==> src/rtl/frame_sched_pkg.sv <==
`default_nettype none
// ============================================================================
// Module   : frame_sched_pkg
// Purpose  : Shared definitions for the double-buffered frame scheduler.
//            Default geometry and dwell, the row word type and the
//            scheduler state encoding.
// Revision : 1.0 - initial release
// ============================================================================
package frame_sched_pkg;

    localparam int ROWS_DEF  = 16;
    localparam int COLS_DEF  = 16;
    localparam int DWELL_DEF = 64;

    // Row word: bit 0 is column 0.
    typedef logic [0:COLS_DEF-1] row_t;

    // FILL: back bank accepts rows. PENDING: a complete frame waits for a swap.
    typedef enum logic [0:0] {
        FILL    = 1'b0,
        PENDING = 1'b1
    } sched_state_t;

endpackage : frame_sched_pkg
`default_nettype wire

==> src/rtl/frame_bank.sv <==
`default_nettype none
// ============================================================================
// Module   : frame_bank
// Purpose  : One ROWS x COLS register bank with a single row write port and a
//            flat read port. Cleared synchronously by reset.
// Ports    : clock   - system clock
//            reset   - synchronous active-high clear of every row
//            we      - write enable for row idx
//            idx     - row index to write
//            data    - row word, bit 0 = column 0
//            q       - whole bank, row r at bits [r*COLS : r*COLS+COLS-1]
// Revision : 1.0 - initial release
// ============================================================================
module frame_bank
    import frame_sched_pkg::*;
#(
    parameter int ROWS = ROWS_DEF,
    parameter int COLS = COLS_DEF
) (
    input  logic                                  clock,
    input  logic                                  reset,
    input  logic                                  we,
    input  logic [((ROWS > 1) ? $clog2(ROWS) : 1)-1:0] idx,
    input  logic [0:COLS-1]                       data,
    output logic [0:ROWS*COLS-1]                  q
);

    localparam int c_IDX_W = (ROWS > 1) ? $clog2(ROWS) : 1;

    // One register per row so each row decodes its own write enable.
    for (genvar r = 0; r < ROWS; r++) begin : g_row
        localparam logic [c_IDX_W-1:0] c_ROW_IDX = c_IDX_W'(r);

        logic [0:COLS-1] r_row;

        always_ff @(posedge clock) begin
            if (reset) begin
                r_row <= '0;
            end else if (we && (idx == c_ROW_IDX)) begin
                r_row <= data;
            end
        end

        assign q[r*COLS +: COLS] = r_row;
    end : g_row

endmodule : frame_bank
`default_nettype wire

==> src/rtl/frame_scheduler.sv <==
`default_nettype none
// ============================================================================
// Module   : frame_scheduler
// Purpose  : Double-buffered frame scheduler for the LED matrix scanner.
//            A producer fills the back bank row by row over a valid/ready
//            handshake; the front bank drives the scanner. The banks swap
//            only on a scan_tick after the front frame has been shown for at
//            least DWELL full scans, giving tear-free frame sequencing.
// Ports    : clock      - system clock, posedge
//            reset      - synchronous active-high
//            wr_valid   - producer has a row word
//            wr_ready   - row word accepted this cycle (FILL only)
//            wr_data    - row word, bit 0 = column 0
//            wr_restart - restart back-bank fill at row 0 (FILL only)
//            scan_tick  - one-cycle pulse at the end of each full scan
//            frame      - front frame, row r at [r*COLS : r*COLS+COLS-1]
//            swap       - registered one-cycle pulse after a swap edge
//            underrun   - sticky: a scan ended in FILL after dwell expired
//                         (present only with FRAME_SCHED_UNDERRUN_EN)
// Options  : FRAME_SCHED_UNDERRUN_EN - adds the underrun output and logic
// Revision : 1.0 - initial release
// ============================================================================
module frame_scheduler
    import frame_sched_pkg::*;
#(
    parameter int ROWS  = ROWS_DEF,
    parameter int COLS  = COLS_DEF,
    parameter int DWELL = DWELL_DEF
) (
    input  logic                 clock,
    input  logic                 reset,
    input  logic                 wr_valid,
    output logic                 wr_ready,
    input  logic [0:COLS-1]      wr_data,
    input  logic                 wr_restart,
    input  logic                 scan_tick,
    output logic [0:ROWS*COLS-1] frame,
    output logic                 swap
`ifdef FRAME_SCHED_UNDERRUN_EN
    ,
    output logic                 underrun
`endif
);

    localparam int c_IDX_W   = (ROWS > 1) ? $clog2(ROWS) : 1;
    localparam int c_DWELL_W = (DWELL > 1) ? $clog2(DWELL) : 1;

    localparam logic [c_IDX_W-1:0]   c_LAST_IDX  = c_IDX_W'(ROWS - 1);
    localparam logic [c_DWELL_W-1:0] c_DWELL_MAX = c_DWELL_W'(DWELL - 1);

    sched_state_t           r_state;
    sched_state_t           w_state_next;
    logic [c_IDX_W-1:0]     r_wr_idx;
    logic [c_DWELL_W-1:0]   r_dwell_cnt;
    logic                   r_front_sel;   // 0 = bank A in front
    logic                   r_swap;

    logic                   w_accept;
    logic                   w_swap_edge;
    logic                   w_dwell_done;
    logic                   w_we_a;
    logic                   w_we_b;
    logic [0:ROWS*COLS-1]   w_bank_a;
    logic [0:ROWS*COLS-1]   w_bank_b;

    // ------------------------------------------------------------------
    // Handshake and swap qualification
    // ------------------------------------------------------------------
    // wr_ready depends on the state register only.
    assign wr_ready     = (r_state == FILL);
    assign w_dwell_done = (r_dwell_cnt == c_DWELL_MAX);

    // A restart in the same cycle drops the offered word.
    assign w_accept     = wr_valid && wr_ready && !wr_restart;
    assign w_swap_edge  = (r_state == PENDING) && scan_tick && w_dwell_done;

    // ------------------------------------------------------------------
    // FSM
    // ------------------------------------------------------------------
    always_ff @(posedge clock) begin
        if (reset) begin
            r_state <= FILL;
        end else begin
            r_state <= w_state_next;
        end
    end

    always_comb begin
        w_state_next = r_state;
        case (r_state)
            FILL: begin
                if (w_accept && (r_wr_idx == c_LAST_IDX)) begin
                    w_state_next = PENDING;
                end
            end
            PENDING: begin
                if (w_swap_edge) begin
                    w_state_next = FILL;
                end
            end
            default: w_state_next = FILL;
        endcase
    end

    // ------------------------------------------------------------------
    // Write index, dwell counter, front pointer, swap pulse
    // ------------------------------------------------------------------
    always_ff @(posedge clock) begin
        if (reset) begin
            r_wr_idx <= '0;
        end else if (r_state == FILL) begin
            if (wr_restart) begin
                r_wr_idx <= '0;
            end else if (w_accept) begin
                r_wr_idx <= (r_wr_idx == c_LAST_IDX) ? '0 : r_wr_idx + 1'b1;
            end
        end
    end

    // Resets saturated so the very first completed frame swaps on its first
    // scan boundary instead of waiting out a dwell behind a blank frame.
    always_ff @(posedge clock) begin
        if (reset) begin
            r_dwell_cnt <= c_DWELL_MAX;
        end else if (w_swap_edge) begin
            r_dwell_cnt <= '0;
        end else if (scan_tick && !w_dwell_done) begin
            r_dwell_cnt <= r_dwell_cnt + 1'b1;
        end
    end

    always_ff @(posedge clock) begin
        if (reset) begin
            r_front_sel <= 1'b0;
            r_swap      <= 1'b0;
        end else begin
            r_swap <= w_swap_edge;
            if (w_swap_edge) begin
                r_front_sel <= ~r_front_sel;
            end
        end
    end

    assign swap = r_swap;

    // ------------------------------------------------------------------
    // Banks: writes always land in the bank that is not in front.
    // ------------------------------------------------------------------
    assign w_we_a = w_accept &&  r_front_sel;
    assign w_we_b = w_accept && !r_front_sel;

    frame_bank #(
        .ROWS (ROWS),
        .COLS (COLS)
    ) u_bank_a (
        .clock (clock),
        .reset (reset),
        .we    (w_we_a),
        .idx   (r_wr_idx),
        .data  (wr_data),
        .q     (w_bank_a)
    );

    frame_bank #(
        .ROWS (ROWS),
        .COLS (COLS)
    ) u_bank_b (
        .clock (clock),
        .reset (reset),
        .we    (w_we_b),
        .idx   (r_wr_idx),
        .data  (wr_data),
        .q     (w_bank_b)
    );

    assign frame = r_front_sel ? w_bank_b : w_bank_a;

`ifdef FRAME_SCHED_UNDERRUN_EN
    // ------------------------------------------------------------------
    // Underrun: a scan ended while still filling although the dwell had
    // already expired, i.e. the producer missed its swap slot.
    // ------------------------------------------------------------------
    logic r_underrun;

    always_ff @(posedge clock) begin
        if (reset) begin
            r_underrun <= 1'b0;
        end else if (scan_tick && (r_state == FILL) && w_dwell_done) begin
            r_underrun <= 1'b1;
        end
    end

    assign underrun = r_underrun;
`endif

endmodule : frame_scheduler
`default_nettype wire
==> config.mk <==
export PLATFORM = sky130hd
export DESIGN_NAME = frame_scheduler
export DESIGN_NICKNAME = d
export VERILOG_FILES = /design/src/rtl/frame_sched_pkg.sv /design/src/rtl/frame_bank.sv /design/src/rtl/frame_scheduler.sv
export SDC_FILE = /design/constraint.sdc
export NUM_CORES = 1
export LEC_CHECK = 0
export ABC_AREA = 1
export CAP_MARGIN = 10
export CORE_ASPECT_RATIO = 1.25
export CORE_MARGIN = 3
export CORE_UTILIZATION = 61
export DETAILED_ROUTE_END_ITERATION = 7
export PLACE_DENSITY = 0.86
export SKIP_CTS_REPAIR_TIMING = 1
export SYNTH_ARGS = -nofsm -noshare
export SYNTH_HDL_FRONTEND = slang
export SYNTH_HIERARCHICAL = 1
export SYNTH_SLANG_ARGS = --single-unit
==> constraint.sdc <==
create_clock -name clock -period 5.9 [get_ports clock]
set_clock_uncertainty 0.05 [all_clocks]
set_input_delay 0.59 -clock clock [delete_from_list [all_inputs] [get_ports clock]]
set_output_delay 0.59 -clock clock [all_outputs]
set_load 0.02 [all_outputs]
==> impl_metrics.tcl, run 1 <==
set metrics [dict create \
    startpoint "r_front_sel$_SDFFE_PP0P_" \
    setup_viol_count_final 0 \
    syn_to_final_growth_pct 17.6 \
    cp_slowest_cell "inv_6" \
    seq_area_mm2 0.0105 \
    syn_nets 3923 \
    first_pass_iters 7 \
    grt_pass1_vias 21468 \
    drtIter0Drc 3283 \
    tightest_slew_ns 1.22 \
    synth-seq-cells 525 \
    io_pins 279 \
    cp.required_ns 5.26 \
    port_buffers 278 \
    synthTopCellsByCount "nand2_1, nor2_1, dfxtp_1, inv_1, buf_2" \
    drive_above_1_share 0.0381 \
    drv_cap 0 \
    cts_buffers 49 \
    cp_max_fo 139 \
    rrSetupSlack_ns 2.12 \
    synth_cells 3900 \
    synth_top_area_share 0.439 \
    cts.htree.levels 2 \
    routed_wl_mm 75.9 \
    fin_crit_sh 0.708 \
    final_cells 4533 \
    grt_util_all_layers 0.351 \
    min_period_ns 4.18 \
    slew_headroom 0.184 \
    cp_common_cell "nand2_1" \
    multiInputGateArea_mm2 0.0117 \
    setup_tns_ns 0 \
    critPathKind "flop to output pin" \
    n_antenna_cell 0 \
    place.gp.congestion 0.872 \
    startpoint_type "flop" \
    netlist_area_mm2 0.0239 \
    synth_flop_cell "dfxtp_1" \
    antenna_found_initial 1 \
    reg2reg_from "r_front_sel$_SDFFE_PP0P_" \
    finalNetCount 4028 \
    synth_cell_types 26 \
    async_flop_share 0 \
    grt_max_degree 173 \
    cp_slowest_stage_delay_ns 0.71 \
    rows 80 \
    worst_hold_path.endpoint "u_bank_b/g_row[11].r_row[3]$_SDFFE_PP0P_" \
    irDropWorstVdd_mv 0.231 \
    tritoncts "built" \
    insertion_delay_ns 0.58 \
    synthTopCellsByArea "dfxtp_1, nand2_1, nor2_1, nand4_1, inv_1" \
    reg2reg_depth 7 \
    maxSlewViolCount 0 \
    synth_edf_count 0 \
    min-delay-start "u_bank_b/g_row[11].r_row[3]$_SDFFE_PP0P_" \
    clk_pin_slew_worst_paths_ns 0.07 \
    fmax_mhz 239 \
    hold_path_depth 2 \
    initial_core_util 0.623 \
    synth_most_common_cell "nand2_1" \
    gr-total-overflow 0 \
    final-hold-violation-count 0 \
    yosysTopAreaCell "dfxtp_1" \
    crit_arrival_ns 3.54 \
    hp-class "flop to flop" \
    die_y_um 228 \
    yosysSeqAreaShare 0.439 \
    cp-end-kind "output pin" \
    power_density_mw_per_mm2 255 \
    grt_setup_unrepaired "no" \
    cts.sinks 525 \
    root_buffer "clkbuf_16" \
    vias 24438 \
    clockBufferDepth 3 \
    synth_warnings 6 \
    die-width_um 183 \
    drtAntennaViolNets 0 \
    path_cells "inv_6 -> buf_12 -> nand2_1 -> nand2_1 -> clkdlybuf4s50_1" \
    status "complete, no violations" \
    p_leak_nw 12.9 \
    grt_first_pass_wirelength_mm 116 \
    rr_endpoint "u_bank_a/g_row[0].r_row[12]$_SDFFE_PP0P_" \
    drcViolationCount 0 \
    vias_per_cell 5.39 \
    dp_cells 4437 \
    routedWlPerCell_um 16.8 \
    core_region_area_mm2 0.0384 \
    avgSynthCellArea_um2 6.14 \
    dp_hpwl_mm 44.8 \
    die-area_mm2 0.0417 \
    fillerInstances 3215 \
    whs_ns 0.420 \
]
==> routing by layer <==
| metal | global-route usage | part of all wire | vias up |
|---|---|---|---|
| met5 | 0 | 0.00013 | - |
| met4 | 0.186 | 0.057 | 2 |
| met3 | 0.0652 | 0.10 | 250 |
| met2 | 0.563 | 0.46 | 1281 |
| met1 | 0.452 | 0.38 | 11020 |
| li1 | - | - | 11885 |
==> sequential cells by signal, indices dropped and copies added (netlist names) <==
signal	flops
r_state	1
r_wr_idx	4
swap	1
r_dwell_cnt	6
r_front_sel	1
u_bank_b/g_row.r_row	256
u_bank_a/g_row.r_row	256
==> power by group <==
group / internal [W] / switching (W) / total, W
Combinational: 0.0000986 / 0.000325 / 0.000423
Sequential: 0.00357 / 0.0000214 / 0.00359
Clock: 0.00181 / 0.00137 / 0.00317
==> cell families after synthesis <==
kind of cell    share of synthesized area
buf+inv                            0.0765
xor+xnor                         0.000366
compound gates                    0.00355
flops                               0.439
simple gates                        0.480
fa+ha+maj                         0.00104
==> worst max-delay path by stage <==
stage                                                           to  slack, ns  cells after the start
after floorplan           u_bank_b/g_row[2].r_row[10]$_SDFFE_PP0P_       3.76                      9
after global placement     u_bank_a/g_row[3].r_row[9]$_SDFFE_PP0P_       1.97                      9
after detailed placement  u_bank_a/g_row[12].r_row[6]$_SDFFE_PP0P_       1.88                      9
after CTS                                               frame[190]       1.66                      5
after global routing                                     frame[72]       1.54                      5
final                                                   frame[125]       1.72                      5
==> stage by stage <==
stage | utilization | instance area (um^2) | power [W] | setup WS [ns]
5_1_grt | 0.732 | 28200 | 0.00737 | 1.54
3_5_place_dp | 0.688 | 26400 | 0.00407 | 1.88
3_3_place_gp | 0.688 | 26400 | 0.00406 | 1.97
6_report | 0.732 | 28200 | 0.00719 | 1.72
4_1_cts | 0.729 | 28000 | 0.00718 | 1.66
2_1_floorplan | - | 23900 | 0.00392 | 3.76
==> cells in the final DEF (no fill, tap or decap), drive strengths merged, types with 2 or more instances in the layout <==
cell type / instances
a21oi: 7
buf: 35
bufinv: 2
clkbuf: 76
clkdlybuf4s50: 278
clkinv: 9
dfxtp: 525
ha: 2
inv: 160
nand2: 1669
nand3: 97
nand4: 97
nor2: 1074
o21ai: 4
o21bai: 2
==> layout make-up <==
class                   count  share of cell area
clock buffers              76              0.0526
multi-input cells        2955               0.415
well taps                 492              0.0219
inverters                 161              0.0221
flip-flops and latches    525               0.373
clock inverters            11             0.00396
repair buffers            313               0.111
==> critical path, delay by kind of cell (launching register included) <==
family / cells / cell delay, ns
flip-flops: 1 / 0.56
AND/OR/NAND/NOR: 2 / 0.28
buffers and inverters: 3 / 1.87
No activity file was read; power rests on OpenSTA's default activity.
==> run 2: changes to the inputs <==
--- a/config.mk
+++ b/config.mk
@@ -9,9 +9,9 @@
 export CAP_MARGIN = 10
 export CORE_ASPECT_RATIO = 1.25
 export CORE_MARGIN = 3
-export CORE_UTILIZATION = 61
+export CORE_UTILIZATION = 51
 export DETAILED_ROUTE_END_ITERATION = 7
-export PLACE_DENSITY = 0.86
+export PLACE_DENSITY = 0.77
 export SKIP_CTS_REPAIR_TIMING = 1
 export SYNTH_ARGS = -nofsm -noshare
 export SYNTH_HDL_FRONTEND = slang
==> constraint.sdc (replaced) <==
create_clock -name clock -period 3.41 [get_ports clock]
set_clock_uncertainty 0.05 [all_clocks]
set_input_delay 0.341 -clock clock [delete_from_list [all_inputs] [get_ports clock]]
set_output_delay 0.341 -clock clock [all_outputs]
set_load 0.02 [all_outputs]
==> run 2 against run 1 <==
Sequential power grew 73%. Total power increased by 81%. Design area increased by 2.8%. Clock power increased by 89%. Routed wire length is 4.5% higher. First-iteration DRC count is 30% lower. Register-to-register slack got worse by 1.2 ns. Worst setup slack got worse by 1.5 ns. Global-route usage down 3.7 points. Via count down 1.4%. Critical endpoint is now frame[8]. Largest power group unchanged.
==> impl_metrics.tcl, run 2 (synthesized netlist as in run 1, its figures left out) <==
set metrics [dict create \
    dp_hpwl_mm 49.0 \
    maxSlewViolCount 0 \
    cp.required_ns 3.02 \
    rrSetupSlack_ns 0.95 \
    finalWorstSetupSlack_ns 0.180 \
    first_pass_iters 6 \
    syn_to_final_growth_pct 20.8 \
    status "complete, no violations" \
    setup_viol_count_final 0 \
    multiInputGateArea_mm2 0.0117 \
    power_density_mw_per_mm2 449 \
    whs_ns 0.420 \
    grt_pass1_vias 21237 \
    vias_per_cell 5.14 \
    top_regs "u_bank_a/g_row.r_row x256, u_bank_b/g_row.r_row x256, r_dwell_cnt x6" \
    seq_area_mm2 0.0105 \
    root_buffer "clkbuf_16" \
    crit_cells 5 \
    p_leak_nw 13.3 \
    cp_max_fo 127 \
    fillerInstances 4365 \
    vias 24103 \
    crit_end "frame[8]" \
    drcViolationCount 0 \
    gr-usage-met1 0.417 \
    gr-total-overflow 0 \
    critPathKind "flop to output pin" \
    crit_family "buffers and inverters" \
    grt_util_met3 0.0559 \
    final_common_cell "nand2_1" \
    cp_common_cell "nand2_1" \
    die-width_um 200 \
    rows 88 \
    use_met2 0.500 \
    clockBufferDepth 3 \
    port_buffers 278 \
    grt_max_degree 163 \
    fmax_mhz 310 \
    initial_core_util 0.518 \
    reg2reg_from "r_state$_SDFF_PP0_" \
    routedWlPerCell_um 16.9 \
    slew_headroom 0.292 \
    critPathBufInv 3 \
    cts_buffers 52 \
    drv_cap 0 \
    antenna_found_initial 3 \
    final-hold-violation-count 0 \
    busiest_layer "met2" \
    hp-class "flop to flop" \
    tritoncts "built" \
    cp_slowest_cell "clkdlybuf4s50_1" \
    fin_crit_sh 0.947 \
    clk_pin_slew_worst_paths_ns 0.06 \
    drtIter0Drc 2282 \
    power.total_w 0.0130 \
    tightest_slew_ns 1.06 \
    die_y_um 248 \
    cts.sinks 525 \
    cts.htree.levels 2 \
    grt_first_pass_wirelength_mm 121 \
    startpoint "r_front_sel$_SDFFE_PP0P_" \
    grt_util_all_layers 0.314 \
    finalNetCount 4089 \
    drive_above_1_share 0.0545 \
    rr_endpoint "u_bank_b/g_row[7].r_row[13]$_SDFFE_PP0P_" \
    startpoint_type "flop" \
    pre_cts_ws_ns 0.553 \
    insertion_delay_ns 0.60 \
    layout_common_cells "nand2_1, nor2_1, dfxtp_1" \
    io_pins 279 \
    crit_arrival_ns 2.84 \
    drtAntennaViolNets 0 \
    min_period_ns 3.23 \
    irDropWorstVdd_mv 0.346 \
    path_cells "inv_8 -> buf_4 -> nand2_1 -> nand2_1 -> clkdlybuf4s50_1" \
    place.gp.congestion 0.884 \
    die-area_mm2 0.0496 \
    reg2reg_depth 9 \
    cp_slowest_stage_delay_ns 0.62 \
    routed_wl_mm 79.3 \
    core_region_area_mm2 0.0462 \
    grt_setup_unrepaired "no" \
    setup_tns_ns 0 \
    cp-end-kind "output pin" \
]
-- run 2: worst min path at each step --
stage                                                   startpoint                                        to  slack [ns]  cells past startpoint
final                     u_bank_a/g_row[15].r_row[4]$_SDFFE_PP0P_  u_bank_a/g_row[15].r_row[4]$_SDFFE_PP0P_        0.42                      2
after global routing      u_bank_b/g_row[11].r_row[9]$_SDFFE_PP0P_  u_bank_b/g_row[11].r_row[9]$_SDFFE_PP0P_        0.44                      2
after CTS                                                 wr_valid                        r_state$_SDFF_PP0_        0.40                      5
after detailed placement  u_bank_a/g_row[15].r_row[0]$_SDFFE_PP0P_  u_bank_a/g_row[15].r_row[0]$_SDFFE_PP0P_        0.41                      2
after global placement    u_bank_b/g_row[11].r_row[1]$_SDFFE_PP0P_  u_bank_b/g_row[11].r_row[1]$_SDFFE_PP0P_        0.40                      2
after floorplan                                              reset                  r_front_sel$_SDFFE_PP0P_        0.36                      1
-- run 2: power breakdown --
| part | switching, W | total (W) | leakage [nW] | internal (W) |
|---|---|---|---|---|
| Clock | 0.00248 | 0.00599 | 0.878 | 0.00351 |
| Combinational | 0.000570 | 0.000779 | 8.17 | 0.000209 |
| Sequential | 0.0000378 | 0.00621 | 4.23 | 0.00617 |
| Total | 0.00309 | 0.0130 | 13.3 | 0.00989 |
-- run 2: area by class of cell --
class	count	area share
inverters	161	0.0215
diodes	1	0.0000865
flip-flops and latches	525	0.363
well taps	585	0.0253
multi-input cells	2955	0.404
repair buffers	371	0.125
clock buffers	76	0.0533
clock inverters	19	0.00804
-- run 2: metrics by stage --
step	utilization	cells	instance area, um^2
after floorplan	-	3900	23900
after global placement	0.587	4597	27100
after detailed placement	0.587	4597	27100
after CTS	0.625	4692	28900
after global routing	0.626	4693	28900
final	0.626	4693	28900
-- run 2: metal layers --
metal | part of all wire | wire [um]
met3 | 0.087 | 6900
met4 | 0.050 | 3980
met5 | 0.00023 | 18
met1 | 0.40 | 32000
met2 | 0.46 | 36400
-- run 2: worst min-delay path, stage by stage (launching register included) --
cell and delay, ns:
dfxtp_1 0.32, nor2_1 0.05, nor2_1 0.07
